==> config.mk <==
export PLATFORM = sky130hd
export DESIGN_NAME = crc16_lfsr
export DESIGN_NICKNAME = d
export VERILOG_FILES = /design/src/rtl/crc_checker_pkg.sv /design/src/rtl/crc_checker_lfsr.sv
export SDC_FILE = /design/constraint.sdc
export NUM_CORES = 1
export LEC_CHECK = 0
export CAP_MARGIN = 20
export CORE_MARGIN = 3
export CORE_UTILIZATION = 42
export DETAILED_ROUTE_END_ITERATION = 10
export PLACE_DENSITY = 0.74
export REMOVE_ABC_BUFFERS = 1
export SLEW_MARGIN = 0
export SYNTH_ARGS = -nofsm -noshare
export SYNTH_HDL_FRONTEND = slang
export SYNTH_SLANG_ARGS = --single-unit
==> constraint.sdc <==
create_clock -name clk -period 1.36 [get_ports clk]
set_input_delay 0.34 -clock clk [delete_from_list [all_inputs] [get_ports clk]]
set_output_delay 0.34 -clock clk [all_outputs]
set_load 0.01 [all_outputs]
==> src/rtl/crc_checker_pkg.sv <==
// Shared constants, state type and the CRC-16 (0x8005) single-bit step used by
// both the receive-side checker and the sender.
package crc_checker_pkg;

   localparam int DATA_W   = 50;
   localparam int CRC_W    = 16;
   localparam int FRAME_W  = DATA_W + CRC_W;
   localparam int ERRCNT_W = 8;
   localparam int CNT_W    = 7;

   localparam logic [CRC_W-1:0]    POLY     = 16'h8005;
   localparam logic [CRC_W-1:0]    INIT     = 16'h0000;
   localparam logic [CNT_W-1:0]    LAST_CNT = 7'd65;
   localparam logic [ERRCNT_W-1:0] ERR_MAX  = 8'hFF;

   typedef enum logic [1:0] {
      IDLE  = 2'd0,
      SHIFT = 2'd1,
      DONE  = 2'd2
   } state_t;

   // MSB-first step: shift left, fold POLY back in when the outgoing bit differs from din.
   function automatic logic [CRC_W-1:0] crc16_step(input logic [CRC_W-1:0] lfsr,
                                                   input logic             din);
      logic s;
      s = lfsr[CRC_W-1] ^ din;
      return {lfsr[CRC_W-2:0], 1'b0} ^ (s ? POLY : 16'h0000);
   endfunction

endpackage

==> src/rtl/crc_checker_lfsr.sv <==
// Bit-serial CRC-16 LFSR with synchronous clear; reusable on the sending side.
module crc16_lfsr
   import crc_checker_pkg::*;
(
   input  logic             clk,
   input  logic             rst_n,
   input  logic             clr,
   input  logic             en,
   input  logic             din,
   output logic [CRC_W-1:0] state
);

   // LFSR register: clear has priority over the shift enable.
   always_ff @(posedge clk) begin
      if (!rst_n) begin
         state <= INIT;
      end else if (clr) begin
         state <= INIT;
      end else if (en) begin
         state <= crc16_step(state, din);
      end else begin
         state <= state;
      end
   end

endmodule

==> impl_table.tex, run 1 <==
\begin{tabular}{lr}
\hline
Metric & Value \\
\hline
\multicolumn{2}{l}{\textbf{Clock tree}} \\
H-tree level count & 1 \\
Worst-path clk slew & about 0.090 ns \\
Cts hold-fix bufs & 0 \\
Max Root-Sink Buffers & 2 \\
Sinks on the clock net & 16 \\
\# resized after CTS & 16 \\
Master cell of the clock root buffer & sky130\_fd\_sc\_hd\_\_clkbuf\_4 \\
Post-CTS setup buffers & 0 \\
TritonCTS Buffers & 3 \\
Later-pin clock latency in the skew report & between 0.2 and 0.3 ns \\
Clock tree from TritonCTS & yes \\
\multicolumn{2}{l}{\textbf{Yosys}} \\
Share of the yosys chip area belonging to registers & 0.514 \\
Leading cell type by number of instances after synthesis & sky130\_fd\_sc\_hd\_\_dfxtp\_1 \\
Number of standard cells after synthesis & 59 \\
Async set-or-reset flop fraction in the synthesized netlist & 0 \\
Synth Flop Type & sky130\_fd\_sc\_hd\_\_dfxtp\_1 \\
Synthesized flop and latch total & 16 \\
Distinct cell type count after synthesis & 19 \\
Top cell type's share of synthesized area & 0.514 \\
Cell types occupying the most area after synthesis & sky130\_fd\_sc\_hd\_\_dfxtp\_1 51\%, sky130\_fd\_sc\_hd\_\_mux2i\_1 21\%, sky130\_fd\_sc\_hd\_\_nor2\_1 8.4\% \\
Synthesized area per cell & approximately 11 µm² \\
Count of warnings emitted by yosys & 0 \\
Area leader, netlist & sky130\_fd\_sc\_hd\_\_dfxtp\_1 \\
EDFF count, synth & 0 \\
Commonest cells in the synthesized netlist & 16 x sky130\_fd\_sc\_hd\_\_dfxtp\_1, 14 x sky130\_fd\_sc\_hd\_\_nor2\_1, 13 x sky130\_fd\_sc\_hd\_\_mux2i\_1 \\
Post-synthesis instance area & between 600 and 700 µm² \\
\multicolumn{2}{l}{\textbf{Timing}} \\
Final period util & 0.960 \\
Total of endpoints with negative setup slack in the final report & 0 \\
RSZ-0062 raised after global routing & no \\
Fin crit period & approximately 1.3 ns \\
Max Clk Rate & roughly 770 MHz \\
Worst Tran Pin Value & 0.217 ns \\
Worst Skew & a little over 0.007 ns \\
Count of final max-slew check failures & 0 \\
Total Neg Setup Slack & 0 ns \\
Remaining max-slew budget at the tightest pin & 0.855 \\
Hold violation total from the final report & 0 \\
Worst Slack Setup Final & between 0.05 and 0.06 ns \\
Hold slack final & roughly 0.50 ns \\
\multicolumn{2}{l}{\textbf{Floorplanning}} \\
Die Span X & $\sim$45 µm \\
Num ports & 21 \\
Starting density of the core & 0.462 \\
Placeable core area & 1350 µm² \\
Area enclosed by the die boundary & 1980 µm² \\
Die extent in y & between 40 and 50 µm \\
Rows & 13 \\
\multicolumn{2}{l}{\textbf{Power}} \\
Highest ir drop seen on vdd & approximately 660 µV \\
Flop pwr share & 0.595 \\
Leakage power total & between 0.4 and 0.5 nW \\
Power share of the clock group & 0.306 \\
Switching part of the total power & 0.227 \\
Combinational group share of total power & 0.098 \\
Total power density per cell area & 919 nW/µm² \\
Net Switching & 0.181 mW \\
Overall power & around 0.8 mW \\
Power Internal & between 0.6 and 0.7 mW \\
\multicolumn{2}{l}{\textbf{Setup path}} \\
Number of cells on the critical path & 1 \\
Critical path data required time & approximately 1.0 ns \\
Origin of the critical flop-to-flop path & state[15] \\
CP top delay family & flip-flops \\
Depth of the worst register-to-register path & 3 \\
Worst Setup Start Kind & flop \\
Cells along the critical path & dlygate4sd2\_1 \\
Largest stage delay on the critical path & slightly below 0.4 ns \\
Worst Path Arrival & between 0.9 and 1 ns \\
Maximum net fanout on the critical path & 4 \\
Flop2flop setup slack & 0.22 ns \\
Buffers and inverters on the worst path & 1 \\
Worst path slowest cell & sky130\_fd\_sc\_hd\_\_dfxtp\_1 \\
Worst reg2reg path endpoint & state[2] \\
Kind of critical path & flop to output pin \\
Kind of end point of the critical path & output pin \\
\multicolumn{2}{l}{\textbf{GRT}} \\
Largest net degree at the start of global routing & 15 \\
Overflow left after global routing & 0 \\
Number of antenna violations at the first check in global routing & 0 \\
Vias in the first global route & $\sim$520 \\
Overall fraction of global-route tracks in use & 0.149 \\
First-pass GRT wire length & 2.11 mm \\
\multicolumn{2}{l}{\textbf{Routing}} \\
Via count & 503 \\
DR DRC count & 0 \\
Antenna-violating nets left & 0 \\
Number of design-rule violations left by the first detailed-router iteration & 5 \\
Ratio of routed vias to standard cells & between 5 and 6 \\
Pre-Repair DR Iteration Count & 2 \\
Final wirelength & around 1.3 mm \\
Wire length per cell after detailed routing & between 10 and 15 µm \\
\multicolumn{2}{l}{\textbf{Finish}} \\
Filler cell count & roughly 140 \\
Layout cells sized above 1 & 0.129 \\
Register name with the most flops & state \\
Number of antenna repair diodes & 0 \\
Syn-to-layout area delta & 39.6\% \\
Max FFs per register & 16 \\
Largest registers in the final layout & state (16) \\
Net total in the final layout & a little over 90 \\
\multicolumn{2}{l}{\textbf{Run status}} \\
Result of the run & finished clean \\
\multicolumn{2}{l}{\textbf{Worst hold path}} \\
Endpoint of the worst hold-timing path & state[0] \\
Worst hold start & state[0] \\
Class of the worst hold path & flop to flop \\
Number of cells traversed by the worst hold path & 2 \\
\multicolumn{2}{l}{\textbf{Place}} \\
Port Buffers & 20 \\
Worst-case setup slack after placement & -0.246 ns \\
GPL Wtd Cong & between 0.7 and 0.8 \\
Total half-perimeter wirelength after legalization and detailed placement & about 1000 µm \\
\multicolumn{2}{l}{\textbf{Job}} \\
Count of max-cap constraint violations & 0 \\
\hline
\end{tabular}
routing by layer:
| metal | vias up | GRT usage | share of wire |
|---|---|---|---|
| met4 | 0 | 0.0904 | 0.033 |
| met1 | 227 | 0.151 | 0.40 |
| met5 | - | 0 | 0 |
| met3 | 7 | 0.0650 | 0.075 |
| li1 | 252 | - | - |
| met2 | 17 | 0.249 | 0.50 |
area by class of cell:
type / count / area [µm²] / share of cell area
Sequential cell: 16 / 320 / 0.368
Multi-Input combinational cell: 40 / 283 / 0.325
Timing Repair Buffer: 26 / 225 / 0.259
Clock buffer: 3 / 22.5 / 0.0259
Tap cell: 15 / 18.8 / 0.0216
power by group through the flow:
stage | Combinational [mW] | Clock (mW) | Sequential [mW]
final | 0.0787 | 0.245 | 0.476
after global routing | 0.0850 | 0.272 | 0.476
after CTS | 0.0790 | 0.252 | 0.476
after detailed placement | 0.0817 | 0 | 0.487
after global placement | 0.0791 | 0 | 0.487
after floorplan | 0.0277 | 0 | 0.488
through the flow:
step                      area [µm²]  cells  utilization
after floorplan                  603     56            -
after global placement           867     97        0.642
after CTS                        870    100        0.644
after detailed placement         867     97        0.642
final                            870    100        0.644
after global routing             870    100        0.644
cells by family (layout without fill, tap and decap cells):
family	after synthesis	in the layout	share of synthesized area
buffers and inverters	3	29	0.0321
AOI/OAI and AO/OA	2	2	0.0201
muxes	13	13	0.209
xor gates and xnor gates	2	2	0.0281
and+or+nand+nor	23	23	0.197
DFF	16	16	0.514
worst max-delay path by stage:
stage,startpoint,endpoint,slack (ns)
detailed placement,rst_n,state[2],-0.25
floorplan,clr,state[2],0.22
CTS,state[15],state[15],0.05
global route,state[15],state[15],0.004
finish,state[15],state[15],0.05
global placement,rst_n,state[2],-0.18
cells in the final DEF (no fill, tap or decap):
cell type,instances
sky130_fd_sc_hd__dlygate4sd2_1,16
sky130_fd_sc_hd__or4b_1,1
sky130_fd_sc_hd__clkdlybuf4s50_1,4
sky130_fd_sc_hd__xnor2_1,1
sky130_fd_sc_hd__nand3b_1,1
sky130_fd_sc_hd__and2b_2,1
sky130_fd_sc_hd__nand4b_1,1
sky130_fd_sc_hd__o21ai_0,1
sky130_fd_sc_hd__a211oi_1,1
sky130_fd_sc_hd__xor2_1,1
sky130_fd_sc_hd__nor2_1,14
sky130_fd_sc_hd__mux2i_1,13
sky130_fd_sc_hd__nand4_1,1
sky130_fd_sc_hd__nand3_1,1
sky130_fd_sc_hd__dfxtp_1,16
sky130_fd_sc_hd__and2_1,1
sky130_fd_sc_hd__nand2b_4,1
sky130_fd_sc_hd__buf_4,6
sky130_fd_sc_hd__nand2_1,1
sky130_fd_sc_hd__clkbuf_4,3
worst register-to-register path: cells and delay by family, from the launching register on:
family | cells | cell delay (ns)
DFF | 1 | 0.39
xor gates and xnor gates | 1 | 0.12
and+or+nand+nor | 2 | 0.58
Power figures use the tool's default switching activity.
==> run 2, diff against run 1 <==
- TNS_END_PERCENT: not set -> 5
==> results of run 2 <==
No change in the layout: final DEF, timing and power equal those of run 1.
